### src/rtl/switch_debouncer_pkg.sv
// Shared types and defaults for the switch debouncer.
package switch_debouncer_pkg;

   localparam int STABLE_CYCLES_DEF = 50000;
   localparam int CNT_W_DEF         = 16;

   typedef enum logic [1:0] {
      LOW       = 2'd0,
      RISE_WAIT = 2'd1,
      HIGH      = 2'd2,
      FALL_WAIT = 2'd3
   } db_state_e;

   // Level that the sampled input must reach to advance the given state.
   function automatic logic target_level(db_state_e s);
      return (s == LOW) || (s == RISE_WAIT);
   endfunction

endpackage

### src/rtl/sync_2ff.sv
// Two-flop synchronizer for a single asynchronous level input.
// Reusable for any asynchronous input in the clk domain.
module sync_2ff (
   input  logic clk,
   input  logic reset,
   input  logic d,
   output logic q
);

   logic sync1_d, sync1_q;
   logic sync2_d, sync2_q;

   // Next values: shift the raw level through two stages.
   always_comb begin
      sync1_d = d;
      sync2_d = sync1_q;
   end

   // Synchronizer stages, cleared by synchronous reset.
   always_ff @(posedge clk) begin
      if (reset) begin
         sync1_q <= 1'b0;
         sync2_q <= 1'b0;
      end else begin
         sync1_q <= sync1_d;
         sync2_q <= sync2_d;
      end
   end

   assign q = sync2_q;

endmodule

### src/rtl/switch_debouncer.sv
// Switch debouncer: synchronizes a bouncing switch, accepts a level change
// only after STABLE_CYCLES consecutive samples, and drives a clean level
// (d_out) plus a one-cycle load strobe (e_out) for an enabled D register.
// Build option: define SWITCH_DEBOUNCE_FALL_STROBE_EN to strobe on accepted
// falling changes too; by default only accepted rising changes strobe.
module switch_debouncer
   import switch_debouncer_pkg::*;
#(
   parameter int STABLE_CYCLES = STABLE_CYCLES_DEF,
   parameter int CNT_W         = CNT_W_DEF
) (
   input  logic clk,
   input  logic reset,
   input  logic sw_raw,
   output logic d_out,
   output logic e_out
);

   // Reject counts the counter cannot represent.
   generate
      if ((STABLE_CYCLES < 1) || (64'(STABLE_CYCLES) >= (64'd1 << CNT_W))) begin : g_bad_param
         $error("switch_debouncer: STABLE_CYCLES out of range for CNT_W");
      end
   endgenerate

   // One bit wider than the counter so cnt+1 never wraps in the compare.
   localparam logic [CNT_W:0] LIMIT = (CNT_W+1)'(STABLE_CYCLES);

   logic             samp;
   db_state_e        state_d, state_q;
   logic [CNT_W-1:0] cnt_d, cnt_q;
   logic             d_out_d, d_out_q;
   logic             e_out_d, e_out_q;
   logic [CNT_W:0]   cnt_inc;
   logic             rise_acc, fall_acc, strobe;

   sync_2ff u_sync (
      .clk   (clk),
      .reset (reset),
      .d     (sw_raw),
      .q     (samp)
   );

   assign cnt_inc = {1'b0, cnt_q} + (CNT_W+1)'(1);

   // Next-state and counter: count samples at the opposite level, drop
   // back to the settled state on any glitch, accept at the limit.
   always_comb begin
      state_d  = state_q;
      cnt_d    = '0;
      rise_acc = 1'b0;
      fall_acc = 1'b0;
      case (state_q)
         LOW, RISE_WAIT: begin
            if (samp != target_level(state_q)) begin
               state_d = LOW;
            end else if (cnt_inc == LIMIT) begin
               state_d  = HIGH;
               rise_acc = 1'b1;
            end else begin
               state_d = RISE_WAIT;
               cnt_d   = cnt_inc[CNT_W-1:0];
            end
         end
         HIGH, FALL_WAIT: begin
            if (samp != target_level(state_q)) begin
               state_d = HIGH;
            end else if (cnt_inc == LIMIT) begin
               state_d  = LOW;
               fall_acc = 1'b1;
            end else begin
               state_d = FALL_WAIT;
               cnt_d   = cnt_inc[CNT_W-1:0];
            end
         end
         default: state_d = LOW;
      endcase
   end

`ifdef SWITCH_DEBOUNCE_FALL_STROBE_EN
   // Strobe both directions so the downstream register follows the switch.
   always_comb strobe = rise_acc | fall_acc;
`else
   // Strobe presses only; the downstream register latches 1.
   always_comb strobe = rise_acc;
`endif

   // Output next values: level moves on acceptance, strobe only that cycle.
   always_comb begin
      d_out_d = d_out_q;
      if (rise_acc) d_out_d = 1'b1;
      if (fall_acc) d_out_d = 1'b0;
      e_out_d = strobe;
   end

   // FSM, counter and output registers; reset discards any pending change.
   always_ff @(posedge clk) begin
      if (reset) begin
         state_q <= LOW;
         cnt_q   <= '0;
         d_out_q <= 1'b0;
         e_out_q <= 1'b0;
      end else begin
         state_q <= state_d;
         cnt_q   <= cnt_d;
         d_out_q <= d_out_d;
         e_out_q <= e_out_d;
      end
   end

   assign d_out = d_out_q;
   assign e_out = e_out_q;

endmodule

### config.mk
export PLATFORM = sky130hd
export DESIGN_NAME = switch_debouncer
export DESIGN_NICKNAME = d
export VERILOG_FILES = /design/src/rtl/switch_debouncer_pkg.sv /design/src/rtl/sync_2ff.sv /design/src/rtl/switch_debouncer.sv
export SDC_FILE = /design/constraint.sdc
export NUM_CORES = 1
export LEC_CHECK = 0
export ABC_AREA = 1
export BUFFER_PORTS_ARGS = -buffer_cell sky130_fd_sc_hd__buf_2
export CAP_MARGIN = 40
export CORE_ASPECT_RATIO = 1.1
export CORE_MARGIN = 10
export CORE_UTILIZATION = 52
export DETAILED_ROUTE_END_ITERATION = 8
export PLACE_DENSITY = 0.72
export SYNTH_ARGS = -nofsm -noshare
export SYNTH_HDL_FRONTEND = slang
export SYNTH_HIERARCHICAL = 1
export SYNTH_SLANG_ARGS = --single-unit
### constraint.sdc
create_clock -name clk -period 1.85 [get_ports clk]
set_input_delay 0.0925 -clock clk [delete_from_list [all_inputs] [get_ports clk]]
set_output_delay 0.0925 -clock clk [all_outputs]
set_load 0.01 [all_outputs]
==> metrics.md, run 1 <==
| Metric | Value |
|---|---|
| Status | `completed` |
| Yosys cell types | `21` |
| Core Area | `0.00198 mm²` |
| CP peak stage delay | `380 ps` |
| Die Ht | `67.7 µm` |
| Fin. max-slew vios | `0` |
| Area leader, netlist | `dfxtp_1` |
| Initial antenna violation count | `0` |
| WP buf/inv | `0` |
| Worst-path cell chain | `ha_4 > nand3_2 > nor3_1 > nand3_1 > nand2_1 > nand3_1 > nor2_4 > nand2_4 > nand2_8 > a21oi_1` |
| Largest family of logic cells by synthesized area | `simple AND/OR/NAND/NOR gates` |
| Power density cells | `535 mW/mm²` |
| Die W | `63.3 µm` |
| Pre-CTS setup slack | `24.7 ps` |
| # rows | `17` |
| CTS root buf | `clkbuf_4` |
| Mapped cell area | `0.00107 mm²` |
| CTS sink cnt | `21` |
| Crit path max fanout | `8` |
| Worst hold slack | `411 ps` |
| Final core utilization | `0.663` |
| Pwr Total | `701 µW` |
| Vias in the first global route | `901` |
| Final HPWL DP | `1.60 mm` |
| CTS clk-pin slew, worst paths | `110 ps` |
| Critical Path RT | `2060 ps` |
| Leakage | `0.000511 µW` |
| Clock Tree Buf Depth | `2` |
| Worst slew pin tran | `761 ps` |
| Die outline area | `0.00429 mm²` |
| Synth top area cells | `dfxtp_1 (39%), nand2_1 (14%), nor2_1 (10%)` |
| Final nets | `180` |
| Residual DRC | `0` |
| Setup Viol. Count Final | `0` |
| Synthesized Nets | `165` |
| First-pass GRT wire length | `3.70 mm` |
| Mux share of post-synthesis cell area | `0` |
| Type of origin of the critical path | `flip-flop` |
| Max VDD drop | `413 µV` |
| Mapped Cells | `161` |
| Cell repeated most along the worst path | `nand3_1` |
| Fin crit share | `0.973` |
| Top Family by Delay on Critical Path | `simple AND/OR/NAND/NOR gates` |
| Post-route setup slack | `49.8 ps` |
| Nature of the critical path endpoint | `flip-flop` |
| Crit Path Category | `flip-flop to flip-flop` |
| Pin count of the biggest net entering global routing | `16` |
| Clk_skew | `4.51 ps` |
| Routed via count | `1,025` |
| DR pass1 iterations | `4` |
| Post-Route WL | `2.46 mm` |
| Max-cap violations | `0` |
| Port bufs | `4` |
| Hold Crit Class | `flip-flop to flip-flop` |
| Ys Warns | `6` |
| Worst slew margin | `0.491` |
| CTS tree | `done` |
| Clk_lat worst skew | `310 ps` |
| DR WL/cell | `12.1 µm` |
| Yosys reg bits | `21` |
| Layout cells sized above 1 | `0.217` |
| Post-CTS Setup Inserts | `0` |
| CP max stage cell | `dfxtp_2` |
| Final Critical Period | `1800 ps` |
| Fmax | `556 MHz` |
| Sequential share of the synthesized area | `0.391` |
| Initial Utilization | `0.543` |
| Post-synthesis compound-gate area fraction | `0.0361` |
| Fill cells | `166` |
| Via-to-Cell Ratio | `5.05` |
| # IOs | `5` |
| XOR/XNOR Fraction of Synth Area | `0.0326` |
| Setup_tns | `0 ps` |
| Post-synthesis adder-cell area fraction | `0.0116` |
| All-Layer GR Usage | `0.106` |
| Crit path DAT | `2010 ps` |
| # diodes | `0` |
| Congestion Overflow GR | `0` |
| Gpl congestion | `0.857` |
| Final antenna-violating net count | `0` |
| Area Overhead vs Synth | `22.0%` |
| Starting DRT DRC Count | `38` |
| Synthesized area per cell | `6.68 µm²` |
| Top-area cell type share of the netlist area | `0.391` |
| CTS buffer count | `3` |
| RSZ-0062 raised after global routing | `true` |
| CTS H-tree depth | `1` |
| Fin. Hold Viols | `0` |
| Simple logic cell fraction of the synthesized area | `0.424` |
[cell type report]
class | instances | area, µm² | area share
Multi-Input combinational cell | 114 | 647 | 0.493
Clock buffer | 4 | 26.3 | 0.0200
Sequential cell | 21 | 428 | 0.326
Timing Repair Buffer | 10 | 77.6 | 0.0592
Inverter | 26 | 97.6 | 0.0744
Tap cell | 28 | 35.0 | 0.0267
[cells in the final DEF, fill, tap and decap left out]
cell / synthesis / final
nand2_8: 0 / 2
nand3b_1: 1 / 1
nand2_2: 1 / 5
inv_1: 26 / 26
nand2_4: 1 / 1
nor2_4: 1 / 4
nand3_4: 0 / 1
nand3_2: 1 / 2
a21oi_2: 1 / 1
o21ai_1: 0 / 1
nand4_1: 5 / 5
nand2_1: 40 / 35
clkbuf_4: 0 / 3
nor2_1: 29 / 26
dfxtp_2: 0 / 6
buf_2: 0 / 4
xnor2_1: 2 / 2
dfxtp_1: 21 / 15
buf_6: 0 / 2
xor2_1: 2 / 2
nor3_4: 0 / 1
nor3_1: 3 / 3
clkbuf_1: 0 / 1
buf_4: 0 / 2
nor2_2: 3 / 3
dlygate4sd3_1: 0 / 2
ha_4: 0 / 1
a21oi_1: 5 / 5
nand3_1: 15 / 13
[stage by stage]
| step | cell area, µm² | instances |
|---|---|---|
| 3_5_place_dp | 1140 | 196 |
| 4_1_cts | 1190 | 202 |
| 3_3_place_gp | 1140 | 196 |
| 6_report | 1310 | 203 |
| 2_1_floorplan | 1070 | 161 |
| 5_1_grt | 1310 | 203 |
[cells in the mapped netlist]
cell and n:
nand2_1 40, nand2_4 1, nand3_2 1, nand3_1 15, ha_1 1, buf_8 1, xnor2_1 2, inv_1 26
nand4_1 5, a21oi_1 5, dfxtp_1 21, xor2_1 2, nor3_2 1, nand3b_1 1, nor2_1 29, nor2_4 1
nor3_1 3, nand2_2 1, nor2_2 3, a21oi_2 1, o21ai_0 1
[worst register-to-register path, stage by stage (launching register included)]
cell     delay (ps)
dfxtp_2         380
ha_4            160
nand3_2         110
nor3_1          220
nand3_1         170
nand2_1         110
nand3_1         110
nor2_4          160
nand2_4         120
nand2_8         110
a21oi_1          60
[where the power goes]
| group | switching [µW] | leakage (µW) | total, µW | internal [µW] |
|---|---|---|---|---|
| sequential | 1.66 | 0.000173 | 456 | 455 |
| clock | 139 | 0.0000150 | 223 | 84.4 |
| combinational | 11.3 | 0.000323 | 21.3 | 10.0 |
| total | 152 | 0.000511 | 701 | 549 |
[state kept, by name, summed over array words and instances (netlist names)]
signal	cells
cnt_q	16
d_out	1
e_out	1
state_q	1
u_sync/q	1
u_sync/sync1_q	1
[kinds of logic after synthesis]
group / Yosys count
and+or+nand+nor: 101
buffers and inverters: 27
DFF: 21
AOI/OAI and AO/OA: 7
xor gates and xnor gates: 4
adders and majority gates: 1
[final timing paths]
path	start	to	slack [ps]	cells past startpoint
hold reg to reg	u_sync/sync1_q	u_sync/q	410	2
setup / recovery	cnt_q[0]	cnt_q[7]	50	10
hold / removal	u_sync/sync1_q	u_sync/q	410	2
setup reg to reg	cnt_q[0]	cnt_q[7]	50	10
[metal layers]
layer  track usage  routed length, µm  vias to the layer above
li1              -                  -                      530
met1         0.115               1070                      462
met2         0.182               1210                       26
met3        0.0248                117                        7
met4        0.0710                 65                        0
met5             0                  0                        -
[timing repair]
action                                  in CTS  in global routing
endpoints found under the setup margin       0                 18
resized for setup                            0                 29
hold endpoints to repair                     2                  0
hold buffers                                 2                  0
No activity file was read; power rests on OpenSTA's default activity.
==> inputs of run 2 (changes only) <==
--- a/config.mk
+++ b/config.mk
@@ -7,12 +7,12 @@
 export LEC_CHECK = 0
 export ABC_AREA = 1
 export BUFFER_PORTS_ARGS = -buffer_cell sky130_fd_sc_hd__buf_2
-export CAP_MARGIN = 40
 export CORE_ASPECT_RATIO = 1.1
 export CORE_MARGIN = 10
 export CORE_UTILIZATION = 52
+export CTS_CLUSTER_SIZE = 25
 export DETAILED_ROUTE_END_ITERATION = 8
-export PLACE_DENSITY = 0.72
+export PLACE_DENSITY = 0.69
 export SYNTH_ARGS = -nofsm -noshare
 export SYNTH_HDL_FRONTEND = slang
 export SYNTH_HIERARCHICAL = 1
==> run 2 against run 1 <==
Net effect: total power grew 0.26%; clock-buffer cell count decreased by 1; worst hold slack better by 4.6 ps; critical endpoint is now cnt_q[4].
==> metrics.md, run 2 (synthesis gave the netlist of run 1 again) <==
| Metric | Value |
|---|---|
| Vias in the first global route | `1,002 (+11%)` |
| CTS sink cnt | `21 (unchanged)` |
| Congestion Overflow GR | `0 (unchanged)` |
| CTS H-tree depth | `1 (unchanged)` |
| Die outline area | `0.00429 mm² (unchanged)` |
| Final Critical Period | `1820 ps (+24.1 ps)` |
| Worst slew margin | `0.503 (+0.0122)` |
| Register share of total power | `0.646 (-0.005)` |
| R2R cell count | `12 (+2)` |
| Fin. Hold Viols | `0 (unchanged)` |
| Clk_skew | `6.35 ps (+1.84 ps)` |
| Hold Crit Class | `flip-flop to flip-flop` |
| Setup_tns | `0 ps (unchanged)` |
| Crit Path Category | `flip-flop to flip-flop` |
| CTS clk-pin slew, worst paths | `120 ps (about the same)` |
| Status | `completed` |
| Post-Route WL | `2.68 mm (+8.8%)` |
| First-pass GRT wire length | `4.06 mm (+9.9%)` |
| Die W | `63.3 µm (unchanged)` |
| Post-Place Cells | `198 (+1.0%)` |
| Most frequent cells in the layout | `nand2_1 (35), inv_1 (26), nor2_1 (22), dfxtp_1 (14), nand3_1 (12)` |
| Nature of the critical path endpoint | `flip-flop` |
| Port bufs | `4 (unchanged)` |
| # diodes | `0 (unchanged)` |
| Starting DRT DRC Count | `43 (+13%)` |
| Worst hold slack | `415 ps (+4.62 ps)` |
| Hold_sp | `u_sync/sync1_q` |
| Final core utilization | `0.695 (+0.0323)` |
| Post-CTS Setup Inserts | `0 (unchanged)` |
| Leakage | `0.000540 µW (+5.8%)` |
| Max VDD drop | `430 µV (+4.1%)` |
| Routed via count | `1,060 (+3.4%)` |
| DR pass1 iterations | `4 (unchanged)` |
| Final antenna-violating net count | `0 (unchanged)` |
| Gpl congestion | `0.930 (+8.5%)` |
| DR WL/cell | `13.1 µm (+7.7%)` |
| Worst slew pin tran | `742 ps (-18.3 ps)` |
| R2r startpoint | `cnt_q[0]` |
| # IOs | `5 (unchanged)` |
| R2r setup slk | `30 ps (-20 ps)` |
| Int Power | `542 µW (-1.2%)` |
| Final HPWL DP | `1.69 mm (+5.6%)` |
| Commonest non-fill, non-tap cell in the layout | `nand2_1` |
| Setup Viol. Count Final | `0 (unchanged)` |
| Clk_lat worst skew | `310 ps (about the same)` |
| Power density cells | `511 mW/mm² (-4.4%)` |
| Final std cells w/o fill | `205 (+0.99%)` |
| Net Sw Frac | `0.228 (+0.0114)` |
| CTS root buf | `clkbuf_4` |
| Fin crit share | `0.986 (+0.0131)` |
| Fin. max-slew vios | `0 (unchanged)` |
| Die Ht | `67.7 µm (unchanged)` |
| Comb power frac | `0.030 (about the same)` |
| Crit path max fanout | `8 (unchanged)` |
| P_sw | `160 µW (+5.5%)` |
| Layout cells sized above 1 | `0.282 (+0.0653)` |
| Residual DRC | `0 (unchanged)` |
| Min-Delay Endpoint | `u_sync/q` |
| Pin count of the biggest net entering global routing | `16 (unchanged)` |
| Hold Path Depth | `2 (unchanged)` |
| Initial Utilization | `0.543 (unchanged)` |
| Max reg flops | `16 (unchanged)` |
| Initial antenna violation count | `0 (unchanged)` |
| Max-cap violations | `0 (unchanged)` |
| Via-to-Cell Ratio | `5.17 (+2.4%)` |
| Crit path DAT | `2030 ps (+20 ps)` |
| Fmax | `548 MHz (-1.3%)` |
| Critical Path RT | `2060 ps (about the same)` |
| Final nets | `182 (+1.1%)` |
| Clock Tree Buf Depth | `2 (unchanged)` |
| Critical R2R Capture | `cnt_q[4]` |
| CTS buffer count | `3 (unchanged)` |
| Type of origin of the critical path | `flip-flop` |
| CTS tree | `done` |
| Area Overhead vs Synth | `27.9%` |
| Reg with most FFs | `cnt_q` |
| All-Layer GR Usage | `0.115 (+0.00929)` |
| # rows | `17 (unchanged)` |
| Clock power share | `0.323 (+0.004)` |
| Core Area | `0.00198 mm² (unchanged)` |
| RSZ-0062 raised after global routing | `true` |
-- run 2: per-stage QoR --
step           worst slack [ps]  total power, µW  instance area, µm²
3_5_place_dp              -5.28              480                1160
3_3_place_gp               44.8              479                1160
6_report                   25.7              703                1380
4_1_cts                    14.5              703                1220
2_1_floorplan              87.8              476                1070
5_1_grt                   -37.0              731                1380
-- run 2: timing repair --
| action | in CTS | in global routing |
|---|---|---|
| hold buffers | 2 | 0 |
| gates cloned | 0 | 1 |
| hold endpoints to repair | 2 | 0 |
| pin swaps | 0 | 2 |
| gates resized for setup | 2 | 38 |
| setup endpoints to repair | 13 | 18 |
-- run 2: worst max path at each step --
stage / from / end / slack (ps)
5_1_grt: cnt_q[0] / cnt_q[4] / -40
4_1_cts: cnt_q[0] / cnt_q[5] / 10
3_3_place_gp: cnt_q[0] / cnt_q[2] / 40
2_1_floorplan: cnt_q[0] / cnt_q[0] / 90
6_report: cnt_q[0] / cnt_q[4] / 30
3_5_place_dp: cnt_q[0] / cnt_q[2] / -5
-- run 2: critical path, cell delays in order (launching register included) --
cell     delay (ps)
dfxtp_4         400
ha_4            160
nand2_4          60
nor2_4          170
nand2_2          90
nand2_1          90
nand3_1          70
nor2_1          120
nand2_1         100
nor2_4          170
nand2_4         120
nand2_8         110
a21oi_1          60
-- run 2: metal layers --
layer | routed length (µm) | part of all wire | vias to the layer above | global-route usage
li1 | - | - | 538 | -
met1 | 1130 | 0.42 | 472 | 0.123
met2 | 1370 | 0.51 | 36 | 0.206
met3 | 106 | 0.040 | 14 | 0.0314
met4 | 70 | 0.026 | 0 | 0.0574
met5 | 0 | 0 | - | 0
-- run 2: cell type report --
| cell class | count | area [µm²] |
|---|---|---|
| Clock buffer | 3 | 22.5 |
| Clock inverter | 1 | 5.00 |
| Fill cell | 170 | 603 |
| Inverter | 26 | 97.6 |
| Multi-Input combinational cell | 114 | 696 |
| Sequential cell | 21 | 434 |
| Tap cell | 28 | 35.0 |
| Timing Repair Buffer | 12 | 85.1 |
-- run 2: power groups by stage --
| stage | Combinational, µW | Clock, µW | Sequential [µW] |
|---|---|---|---|
| after floorplan | 9.57 | 0 | 466 |
| after global placement | 13.0 | 0 | 466 |
| after detailed placement | 13.4 | 0 | 466 |
| after CTS | 17.6 | 229 | 456 |
| after global routing | 23.6 | 252 | 455 |
| final | 21.3 | 227 | 454 |
==> inputs of run 3 (changes only) <==
--- a/config.mk
+++ b/config.mk
@@ -8,7 +8,6 @@
 export ABC_AREA = 1
 export BUFFER_PORTS_ARGS = -buffer_cell sky130_fd_sc_hd__buf_2
 export CORE_ASPECT_RATIO = 1.1
-export CORE_MARGIN = 10
 export CORE_UTILIZATION = 52
 export CTS_CLUSTER_SIZE = 25
 export DETAILED_ROUTE_END_ITERATION = 8
==> run 3 against run 2 <==
Net effect: routed wire length down 9.9%; die area down 47%; maximum frequency up 3.8%; sequential power about the same; first-iteration DRC count down 28%; clock power about the same; core utilization up 3.3 points; global-route usage up 11 points; setup slack better by 67 ps; sequential share of layout area up 0.19 points; clock-buffer cell count unchanged; critical path type unchanged; largest power group unchanged; highest routed layer unchanged.
==> metrics.md, run 3 (synthesis gave the netlist of run 1 again) <==
| Metric | Value |
|---|---|
| Power density cells | `521 mW/mm² (+2.0%)` |
| Area Overhead vs Synth | `26.1%` |
| Register share of total power | `0.644 (-0.002)` |
| Fmax | `569 MHz (+3.8%)` |
| Fin. Hold Viols | `0 (unchanged)` |
| Hold Crit Class | `flip-flop to flip-flop` |
| Port bufs | `4 (unchanged)` |
| Fin. max-slew vios | `0 (unchanged)` |
| Cell repeated most along the worst path | `nand2_1` |
| Starting DRT DRC Count | `31 (-28%)` |
| DR WL/cell | `11.7 µm (-10%)` |
| RSZ-0062 raised after global routing | `true` |
| CTS buffer count | `3 (unchanged)` |
| First-pass GRT wire length | `3.68 mm (-9.5%)` |
| P_sw | `161 µW (+0.26%)` |
| Gpl congestion | `0.873 (-6.1%)` |
| Clk_skew | `3.66 ps (-2.69 ps)` |
| Routed via count | `1,044 (-1.5%)` |
| Die W | `45.3 µm (-28%)` |
| Residual DRC | `0 (unchanged)` |
| # IOs | `5 (unchanged)` |
| Placed Area | `0.00115 mm² (-0.76%)` |
| Layout cells sized above 1 | `0.251 (-0.0311)` |
| Status | `completed` |
| # rows | `16 (-1)` |
| Leakage | `0.000529 µW (-2.0%)` |
| Congestion Overflow GR | `0 (unchanged)` |
| CTS clk-pin slew, worst paths | `120 ps (about the same)` |
| Final HPWL DP | `1.65 mm (-2.4%)` |
| Final instance area | `0.00136 mm² (-1.5%)` |
| Crit path DAT | `1980 ps (-50 ps)` |
| Final antenna-violating net count | `0 (unchanged)` |
| CP max stage cell | `dfxtp_4` |
| Final core utilization | `0.728 (+0.0327)` |
| Die Ht | `49.7 µm (-27%)` |
| Initial Utilization | `0.577 (+0.0340)` |
| Max VDD drop | `459 µV (+6.7%)` |
| Final nets | `184 (+1.1%)` |
| Core Area | `0.00186 mm² (-5.9%)` |
| Critical Path RT | `2070 ps (about the same)` |
| All-Layer GR Usage | `0.227 (+0.112)` |
| DR pass1 iterations | `4 (unchanged)` |
| Worst hold slack | `413 ps (-2.79 ps)` |
| CTS tree | `done` |
| Clock power share | `0.323 (about the same)` |
| Via-to-Cell Ratio | `5.07 (-2.0%)` |
| Crit path max fanout | `8 (unchanged)` |
| Worst slew margin | `0.508 (+0.00484)` |
| CTS H-tree depth | `1 (unchanged)` |
| Fin crit share | `0.950 (-0.0362)` |
| WP buf/inv | `0 (unchanged)` |
| Int Power | `546 µW (+0.64%)` |
| Pin count of the biggest net entering global routing | `16 (unchanged)` |
| Clock Tree Buf Depth | `2 (unchanged)` |
| Max reg flops | `16 (unchanged)` |
| Setup Viol. Count Final | `0 (unchanged)` |
| Vias in the first global route | `906 (-9.6%)` |
| Max-cap violations | `0 (unchanged)` |
| Top Family by Delay on Critical Path | `simple AND/OR/NAND/NOR gates` |
| Type of origin of the critical path | `flip-flop` |
| Comb power frac | `0.033 (+0.003)` |
| # diodes | `0 (unchanged)` |
| Commonest non-fill, non-tap cell in the layout | `nand2_1` |
| Setup_tns | `0 ps (unchanged)` |
| Crit Path Category | `flip-flop to flip-flop` |
| Worst slew pin tran | `735 ps (-7.23 ps)` |
| Reg with most FFs | `cnt_q` |
| Nature of the critical path endpoint | `flip-flop` |
| Clk_lat worst skew | `320 ps (about the same)` |
| Post-Route WL | `2.41 mm (-9.9%)` |
| Die outline area | `0.00225 mm² (-47%)` |
| Fill cells | `158 (-7.1%)` |
| CTS sink cnt | `21 (unchanged)` |
| Initial antenna violation count | `0 (unchanged)` |
| Worst-path cell chain | `ha_4 > nand2_4 > nor2_4 > nand2_1 > nand2_1 > nand2_1 > nor2_2 > nand3_2 > nor2_4 > nand2_4 > nand2_8 > a21oi_1` |
| Most frequent cells in the layout | `nand2_1 (37), inv_1 (26), nor2_1 (24), dfxtp_1 (15), nand3_1 (12)` |
| CTS root buf | `clkbuf_4` |
| Net Sw Frac | `0.227 (-0.000667)` |
| CP peak stage delay | `380 ps (-20 ps)` |
| Final Critical Period | `1760 ps (-66.9 ps)` |
## run 3: per-stage QoR
| stage | total power [µW] | std cells | setup WS, ps |
|---|---|---|---|
| 2_1_floorplan | 476 | 161 | 87.8 |
| 3_3_place_gp | 479 | 196 | 109 |
| 3_5_place_dp | 480 | 196 | 45.5 |
| 4_1_cts | 710 | 203 | 28.9 |
| 5_1_grt | 743 | 206 | -45.3 |
| 6_report | 707 | 206 | 92.6 |
## run 3: worst min-delay path, delay by kind of cell, from the launching register on
kind | cells | cell delay, ps
simple gates | 1 | 30
buf+inv | 1 | 40
flops | 1 | 320
## run 3: final timing paths
kind | start | to | slack, ps | cells after the start
setup / recovery | cnt_q[0] | cnt_q[5] | 90 | 12
hold / removal | u_sync/sync1_q | u_sync/q | 410 | 2
setup reg to reg | cnt_q[0] | cnt_q[5] | 90 | 12
hold reg to reg | u_sync/sync1_q | u_sync/q | 410 | 2
## run 3: timing repair
action,4_1_cts,5_1_grt
hold buffers,3,0
buffers inserted,0,2
hold endpoints to repair,2,0
gates resized for setup,0,31
setup endpoints to repair,0,18
## run 3: routing by layer
layer,global-route usage,vias to the layer above,routed length [µm]
li1,-,533,-
met1,0.291,473,1060
met2,0.355,29,1150
met3,0.0220,9,100
met4,0.141,0,102
met5,0,-,0
## run 3: area by class of cell
class / count / area, µm² / area share
timing repair buffer: 14 / 106 / 0.0785
clock inverter: 1 / 5.00 / 0.00369
clock buffer: 3 / 22.5 / 0.0166
multi-input combinational: 114 / 659 / 0.487
sequential: 21 / 430 / 0.318
tap: 27 / 33.8 / 0.0249
inverter: 26 / 97.6 / 0.0720
## run 3: power by group through the flow
stage	Clock [µW]	Sequential [µW]	Combinational [µW]
2_1_floorplan	0	466	9.57
3_3_place_gp	0	466	13.3
3_5_place_dp	0	466	13.7
4_1_cts	235	456	18.4
5_1_grt	262	456	25.5
6_report	228	455	23.3
